<file path="src/rtl/data_unalign_if.sv">
// Byte-lane stream bundle used on both sides of data_unalign.
// One beat carries DATA_BYTES bytes with per-byte enables and an end-of-packet flag.
interface data_unalign_if #(
    parameter int DATA_BYTES = 4
) ();
    logic                    valid;
    logic                    ready;
    logic [8*DATA_BYTES-1:0] data;
    logic [DATA_BYTES-1:0]   keep;
    logic                    last;

    modport master (output valid, data, keep, last, input ready);
    modport slave  (input valid, data, keep, last, output ready);
endinterface

</file>
<file path="src/rtl/data_unalign.sv">
// data_unalign: re-emits lane-0-packed packets starting at a programmable byte lane.
// Bytes pushed past the top lane are carried into the next beat; when the last input
// beat spills, one extra flush beat carries the tail out.
// Optional feature: define DATA_UNALIGN_STAT_EN to add pkt_cnt_o / flush_cnt_o counters.
module data_unalign #(
    parameter int DATA_BYTES = 4,
    parameter int OFF_W      = $clog2(DATA_BYTES)
) (
    input  logic             clk,
    input  logic             aresetn,
    input  logic [OFF_W-1:0] offset_i,
    data_unalign_if.slave    s,
    data_unalign_if.master   m
`ifdef DATA_UNALIGN_STAT_EN
    ,
    output logic [31:0]      pkt_cnt_o,
    output logic [31:0]      flush_cnt_o
`endif
);
    localparam int N     = DATA_BYTES;
    localparam int CNT_W = OFF_W + 1;

    typedef enum logic [1:0] {ST_FIRST, ST_MID, ST_FLUSH} state_t;

    state_t           state_q, state_d;
    logic [OFF_W-1:0] off_q, off_d;
    logic [8*N-1:0]   carry_q, carry_d;
    logic [CNT_W-1:0] cnt_q, cnt_d;
    logic             m_valid_q, m_valid_d;
    logic             m_last_q, m_last_d;
    logic [8*N-1:0]   m_data_q, m_data_d;
    logic [N-1:0]     m_keep_q, m_keep_d;

    logic             out_free;
    logic             s_ready;
    logic             s_accept;
    logic             flush_emit;
    logic [OFF_W-1:0] off_eff;
    logic [8*N-1:0]   carry_lanes;
    logic [N-1:0]     carry_keep;
    logic [N-1:0]     keep_one;
    int               off_int;
    int               spill_int;

    assign keep_one   = N'(1);
    // The output register may take a new beat when empty or being drained this cycle.
    assign out_free   = !m_valid_q || m.ready;
    assign s_ready    = out_free && (state_q != ST_FLUSH);
    assign s_accept   = s.valid && s_ready;
    assign flush_emit = (state_q == ST_FLUSH) && out_free;

    assign s.ready = s_ready;
    assign m.valid = m_valid_q;
    assign m.data  = m_data_q;
    assign m.keep  = m_keep_q;
    assign m.last  = m_last_q;

    // Next-state and output-register load: shift input up by O lanes, fill low lanes from carry.
    always_comb begin
        // NOTE: every variable gets a default before any branch so no path leaves it unassigned (no latch).
        state_d   = state_q;
        off_d     = off_q;
        carry_d   = carry_q;
        cnt_d     = cnt_q;
        m_valid_d = m_valid_q && !m.ready;
        m_data_d  = m_data_q;
        m_keep_d  = m_keep_q;
        m_last_d  = m_last_q;

        // The offset is sampled only on a packet's first beat; mid-packet it comes from off_q.
        off_eff     = (state_q == ST_FIRST) ? offset_i : off_q;
        off_int     = int'(off_eff);
        // Bytes of this beat that land beyond the top lane.
        spill_int   = $countones(s.keep) - (N - off_int);
        carry_lanes = (state_q == ST_FIRST) ? '0 : carry_q;
        carry_keep  = (state_q == ST_FIRST) ? '0 : ((keep_one << off_int) - keep_one);

        if (s_accept) begin
            m_valid_d = 1'b1;
            m_data_d  = (s.data << (8 * off_int)) | carry_lanes;
            m_keep_d  = (s.keep << off_int) | carry_keep;
            m_last_d  = 1'b0;
            off_d     = off_eff;
            // Shift by the full width when O = 0 yields zero: nothing is carried.
            carry_d   = s.data >> (8 * (N - off_int));
            cnt_d     = '0;
            if (!s.last) begin
                state_d = ST_MID;
            end else if (spill_int > 0) begin
                state_d = ST_FLUSH;
                cnt_d   = CNT_W'(spill_int);
            end else begin
                state_d  = ST_FIRST;
                m_last_d = 1'b1;
                carry_d  = '0;
            end
        end else if (flush_emit) begin
            m_valid_d = 1'b1;
            m_data_d  = carry_q;
            m_keep_d  = (keep_one << cnt_q) - keep_one;
            m_last_d  = 1'b1;
            carry_d   = '0;
            cnt_d     = '0;
            state_d   = ST_FIRST;
        end
    end

    // State, carry and output register; reset discards any packet in flight.
    always_ff @(posedge clk or negedge aresetn) begin
        if (!aresetn) begin
            state_q   <= ST_FIRST;
            off_q     <= '0;
            carry_q   <= '0;
            cnt_q     <= '0;
            m_valid_q <= 1'b0;
            m_last_q  <= 1'b0;
            m_data_q  <= '0;
            m_keep_q  <= '0;
        end else begin
            // NOTE: sequential state uses non-blocking assignment so all registers update from pre-edge values.
            state_q   <= state_d;
            off_q     <= off_d;
            carry_q   <= carry_d;
            cnt_q     <= cnt_d;
            m_valid_q <= m_valid_d;
            m_last_q  <= m_last_d;
            m_data_q  <= m_data_d;
            m_keep_q  <= m_keep_d;
        end
    end

`ifdef DATA_UNALIGN_STAT_EN
    logic [31:0] pkt_cnt_q;
    logic [31:0] flush_cnt_q;

    // Count completed packets on the output and flush beats loaded; both wrap naturally.
    always_ff @(posedge clk or negedge aresetn) begin
        if (!aresetn) begin
            pkt_cnt_q   <= '0;
            flush_cnt_q <= '0;
        end else begin
            if (m_valid_q && m.ready && m_last_q) begin
                pkt_cnt_q <= pkt_cnt_q + 32'd1;
            end
            if (flush_emit) begin
                flush_cnt_q <= flush_cnt_q + 32'd1;
            end
        end
    end

    assign pkt_cnt_o   = pkt_cnt_q;
    assign flush_cnt_o = flush_cnt_q;
`endif
endmodule

</file>
<file path="src/flat_wrapper.sv">
// flat-port wrapper written by rule: the top's interface ports become plain ports
module data_unalign_flat 
#(
    parameter int DATA_BYTES = 4,
    parameter int OFF_W      = $clog2(DATA_BYTES)
)
  (clk, aresetn, offset_i, s_valid, s_data, s_keep, s_last, s_ready, m_valid, m_data, m_keep, m_last, m_ready);
  data_unalign_if #(.DATA_BYTES(DATA_BYTES)) s_i ();
  data_unalign_if #(.DATA_BYTES(DATA_BYTES)) m_i ();
  input  logic clk;
  input  logic aresetn;
  input  logic [OFF_W-1:0] offset_i;
  input wire logic [$bits(s_i.valid)-1:0] s_valid;
  input wire logic [$bits(s_i.data)-1:0] s_data;
  input wire logic [$bits(s_i.keep)-1:0] s_keep;
  input wire logic [$bits(s_i.last)-1:0] s_last;
  output wire logic [$bits(s_i.ready)-1:0] s_ready;
  output wire logic [$bits(m_i.valid)-1:0] m_valid;
  output wire logic [$bits(m_i.data)-1:0] m_data;
  output wire logic [$bits(m_i.keep)-1:0] m_keep;
  output wire logic [$bits(m_i.last)-1:0] m_last;
  input wire logic [$bits(m_i.ready)-1:0] m_ready;
  assign s_i.valid = s_valid;
  assign s_i.data = s_data;
  assign s_i.keep = s_keep;
  assign s_i.last = s_last;
  assign s_ready = s_i.ready;
  assign m_valid = m_i.valid;
  assign m_data = m_i.data;
  assign m_keep = m_i.keep;
  assign m_last = m_i.last;
  assign m_i.ready = m_ready;
  data_unalign #(.DATA_BYTES(DATA_BYTES), .OFF_W(OFF_W)) u_core (.clk(clk), .aresetn(aresetn), .offset_i(offset_i), .s(s_i), .m(m_i));
endmodule
</file>
<file path="config.mk">
export PLATFORM = sky130hd
export DESIGN_NAME = data_unalign_flat
export DESIGN_NICKNAME = d
export VERILOG_FILES = /design/src/rtl/data_unalign_if.sv /design/src/rtl/data_unalign.sv /design/src/flat_wrapper.sv
export SDC_FILE = /design/constraint.sdc
export NUM_CORES = 1
export LEC_CHECK = 0
export CELL_PAD_IN_SITES_DETAIL_PLACEMENT = 2
export CELL_PAD_IN_SITES_GLOBAL_PLACEMENT = 2
export CORE_ASPECT_RATIO = 2
export CORE_MARGIN = 2
export CORE_UTILIZATION = 35
export DETAILED_ROUTE_END_ITERATION = 16
export GPL_TIMING_DRIVEN = 1
export PLACE_DENSITY = 0.89
export RECOVER_POWER = 100
export SLEW_MARGIN = 5
export SYNTH_ARGS = -nofsm -noshare
export SYNTH_HDL_FRONTEND = slang
export SYNTH_SLANG_ARGS = --single-unit
</file>
<file path="constraint.sdc">
create_clock -name clk -period 9.82 [get_ports clk]
set_input_delay 1.964 -clock clk [delete_from_list [all_inputs] [get_ports clk]]
set_output_delay 1.964 -clock clk [all_outputs]
set_load 0.02 [all_outputs]
</file>
# After elaboration in Yosys (flattened, before gate mapping)
# Index checks and enable logic that the tools add are counted.
[totals]
regBits = 77
[classes]
addsub = 7
order_cmp = 1
eq_ne = 2
shifts = 5
muxes = 25
n_bitwise = 2
reduce_logical = 9
[ops]
columns = ["op", "n"]
rows = [
  ["two-way mux 32 bit", 7],
  ["adder 32 bit", 1],
  ["greater-than comparator 32 x 1 -> 1 bit (second input constant)", 1],
  ["OR 32 bit", 1],
  ["<< shifter 32 x 5 -> 32 bit", 1],
  [">> shifter 32 x 32 -> 32 bit", 1],
  ["subtractor 32 bit", 1],
  ["two-way mux 3 bit", 4],
  ["two-way mux 4 bit", 3],
  ["two-way mux 2 bit", 5],
  ["subtractor 4 x 1 -> 4 bit (second input constant)", 2],
  ["two-way mux 1 bit", 6],
  ["adder 1 x 1 -> 2 bit", 2],
  ["logical AND 1 bit", 4],
  ["OR 4 bit", 1],
  ["<< shifter 1 x 2 -> 4 bit (first input constant)", 1],
  ["<< shifter 1 x 3 -> 4 bit (first input constant)", 1],
  ["<< shifter 4 x 2 -> 4 bit", 1],
  ["subtractor 3 x 2 -> 4 bit (first input constant)", 1],
  ["== test 2 bit (second input constant)", 1],
  ["zero test 1 bit", 2],
  ["zero test 2 bit", 1],
  ["inequality test 2 bit (second input constant)", 1],
  ["nonzero test 2 bit", 1],
  ["logical OR 1 bit", 1],
]

# Longest topological paths before layout
[logic_depth]
word_depth = 8
depth_mapped = 18

# Worst setup path before layout
# OpenSTA, ideal clock, no wires.
[synth_timing]
path_kind = "input port to flip-flop"
from = "input offset_i[0]"
to = "register u_core.carry_q[10]"
arrival_time_ns = 5.797
required_ns = 9.694
slack_ns = 3.897
cell_stages = 15
n_path_buf = 4
cell_sequence = "nor3b_2 nor2_4 buf_2 buf_2 ha_1 fa_1 fa_1 fa_1 nor4bb_1 a21oi_1 o21ba_2 buf_6 and3_4 buf_6 a221o_1"
[synth_between]
elab_chain_cells = 7
elab_cells_between_ends = 8
classes_between = "add/sub (2); order compare (1); shift (1); mux (4)"
[synth_rtl]
columns = ["item", "line_no", "text"]
rows = [
  ["from (decl)", "flat_wrapper.sv:12", "input logic [OFF_W-1:0] offset_i;"],
  ["two-way mux 2 bit *", "data_unalign.sv:71", "off_eff = (state_q == ST_FIRST) ? offset_i : off_q;"],
  ["subtractor 3 x 2 -> 4 bit *", "data_unalign.sv:74, data_unalign.sv:85", ""],
  ["subtractor 32 bit", "data_unalign.sv:74", "spill_int = $countones(s.keep) - (N - off_int);"],
  ["greater-than comparator 32 x 1 -> 1 bit", "data_unalign.sv:89", "end else if (spill_int > 0) begin"],
  ["two-way mux 32 bit", "data_unalign.sv:89", ""],
  ["two-way mux 32 bit *", "data_unalign.sv:87", "if (!s.last) begin"],
  ["two-way mux 32 bit *", "data_unalign.sv:78", "if (s_accept) begin"],
  ["to (signal assigned)", "data_unalign.sv:123", "carry_q <= carry_d;"],
  ["to (decl)", "data_unalign.sv:27", "logic [8*N-1:0] carry_q, carry_d;"],
]
# Every way passes the cells marked *; elsewhere a longest branch is shown, timed or not.
# A chain may end at the register's enable or synchronous reset.

# Worst setup path after layout
[layout_timing]
from = "input offset_i[0]"
to = "register u_core.carry_q[12]"
# Same word-level chain as after synthesis.

==> out/metrics.yaml <==
worstSetupEndpointType: "register"
vias: 4214
r2r-start: "u_core.state_q[0]"
drv_cap: 3
insertion_delay_ns: 0.34
die_w_um: 84.03
setup_viol: 0
synth-main-ff-cell: "dfrtp_1"
path_common_cell: "fa_1"
reg2reg_setup_slack_ns: 2.87
worst_pin_slew_ns: 4.353
viasPerCell: 6.170
cts_tree: "yes"
synth_top_cell_by_area: "dfrtp_1"
crit_family: "simple AND/OR/NAND/NOR gates"
first_pass_iters: 5
ys_ff_latch: 77
nets: 584
seq_area_frac_synth_pct: 42.98
required_ns: 10.04
grtUsageTotal_pct: 27.35
synth_edf_count: 0
outcome: "finished, violations left"
place_congestion: 0.8858
failed_checks: "capacitance limit, slew limit"
drt_iter0_drc: 302
fin_crit_sh_pct: 84.32
hp-start: "u_core.m.keep[1]"
hpwl_um: 13860
synth.most_common_cell: "dfrtp_1"
design.die.area_mm2: 0.01378
io_pins: 82
worstReg2RegEnd: "u_core.carry_q[12]"
grt_overflow: 0
clock_path_buffers: 2
clock_sinks: 77
period_minus_slack_ns: 8.280
wl_um: 18390
wl_per_cell_um: 26.93
drc: 0
hold_violations: 0
seq_area_mm2: 0.001927
cts_hold_buf: 0
postCtsSetupRepairBufs: 0
synthesis.area_mm2: 0.004483
grt_pass1_wl_um: 28420
rows: 58
async_flop_share_pct: 100.0
reg2reg_depth: 11
first_global_vias: 4865
clk_pin_slew_ns: 0.07
multiInputGateArea_mm2: 0.002298
critPathBufInv: 1
netlist_instances: 465
diodes: 0
vdd_drop_max_mv: 0.1279
worstHoldPathCells: 1
die_y_um: 164.1
yosysWarnings: 0
core_area_mm2: 0.01255
antenna_found_initial: 0
grt_max_degree: 78
portBuffers: 81
finalMaxSlewViolations: 116
cts-buffers-inserted: 9
syn_nets: 521
max_freq_mhz: 120.8
cp-start-kind: "primary input"
synth_top_cell_area_share_pct: 42.98
holdWs_ns: 0.4928
timing.setup.tns_ns: 0
min_path_type: "register to register"
ant_nets: 0
synth_cell_types: 63
relSlewSlack_pct: -190.2
max_stage_delay_ns: 1.60
synth_top_cells_by_area: "dfrtp_1, mux2i_1, o21ai_0"
final_layout_size_suffix_gt1_share_pct: 6.379
cp_max_fo: 27
path_cells: "clkdlybuf4s50_1, nor3b_1, nor2_1, ha_1, fa_1, fa_1, fa_1, nor4bb_1, a21oi_1, o2111ai_1, a21oi_1, a221o_1"
root_buffer: "clkbuf_16"
leakage_nw: 2.411
htreeDepth: 3
ctsResizeCount: 0
critPathArrivalTime_ns: 8.50
worst-setup-path-type: "primary input to register"
synth_common_cells: "dfrtp_1, nand2_1, o21ai_0"
area_growth_pct: 24.56
critPathSlowestCell: "nor2_1"
fillers: 1312
start_util_pct: 35.71
p_per_area_mw_per_mm2: 323.8
finClkSkew_ns: 0.007160
worstHoldEndpoint: "u_core.m.keep[1]"
synth_area_per_cell_um2: 9.641
rsz0062_at_grt: "false"
==> worst max-delay path by stage <==
stage                            from                 end  slack, ns  depth (start not counted)
after floorplan           offset_i[0]  u_core.carry_q[10]       3.90                         15
after global placement    offset_i[0]   u_core.carry_q[9]       2.67                         12
after detailed placement  offset_i[0]  u_core.carry_q[12]       2.34                         16
after CTS                 offset_i[0]  u_core.carry_q[12]       2.60                         12
after global routing      offset_i[0]  u_core.carry_q[12]       1.17                         16
final                     offset_i[0]  u_core.carry_q[12]       1.54                         12
==> area by class of cell <==
| cell class | instances | share of cell area (%) |
|---|---|---|
| clock inverters | 7 | 0.8739 |
| multi-input cells | 338 | 41.16 |
| clock buffers | 9 | 4.033 |
| flip-flops and latches | 77 | 34.51 |
| inverters | 18 | 1.255 |
| repair buffers | 84 | 14.81 |
| well taps | 150 | 3.361 |
==> flip-flops by register name, summed over array words and instances, names as in the netlist <==
register / cells
u_core.carry_q: 32
u_core.m.data: 32
u_core.m.keep: 4
u_core.cnt_q: 3
u_core.off_q: 2
u_core.state_q: 2
u_core.m.last: 1
u_core.m.valid: 1
==> worst reg2reg max path, cell delays in order (launching register included) <==
cell       delay [ns]
dfrtp_1          0.76
nor3b_1          0.26
nor2_1           1.60
ha_1             0.60
fa_1             0.59
fa_1             0.47
fa_1             0.53
nor4bb_1         0.34
a21oi_1          0.17
o2111ai_1        1.03
a21oi_1          0.14
a221o_1          0.33
==> layout by cell type, fill, tap and decap left out, types with 11 or more instances in the layout <==
cell type,instances
o21ai_0,42
nand3_1,17
nor2_1,24
dfrtp_1,77
a32o_1,11
dlygate4sd3_1,40
inv_1,16
clkdlybuf4s50_1,40
nand2_1,43
a21oi_1,33
a21boi_0,13
mux2i_1,22
==> stage by stage <==
step                      worst slack, ns  std cells  power [mW]  utilization (%)  area, um^2
after floorplan                     3.897        465       1.131                -        4483
after global placement              2.674        667       1.452            42.59        5346
after detailed placement            2.344        667       1.524            42.59        5346
after CTS                           2.599        683       1.855            44.77        5620
after global routing                1.174        683       1.917            44.48        5584
final                               1.540        683       1.808            44.48        5584
==> kinds of logic (layout without fill, tap and decap cells) <==
logic type | Yosys count | in the layout | share of synthesized area, %
simple gates | 118 | 118 | 13.31
mux | 23 | 23 | 5.163
buf+inv | 50 | 118 | 5.275
flops | 77 | 77 | 42.98
fa+ha+maj | 13 | 13 | 4.131
compound gates | 182 | 182 | 28.75
xor+xnor | 2 | 2 | 0.3908
==> layer usage <==
layer / up-vias / wire length, um / share of wire [%] / track usage, %
met5: - / 0 / 0 / 0
met4: 0 / 1483 / 8.1 / 20.97
met3: 80 / 517 / 2.8 / 3.719
met2: 149 / 10120 / 55 / 49.60
met1: 2133 / 6273 / 34 / 27.76
li1: 1852 / - / - / -
==> where the power goes <==
group | switching (mW) | internal, mW | leakage [nW] | total (mW)
clock | 0.144 | 0.172 | 0.136 | 0.316
sequential | 0.105 | 0.450 | 0.972 | 0.555
combinational | 0.561 | 0.376 | 1.30 | 0.937
No activity file was read; power rests on OpenSTA's default activity.
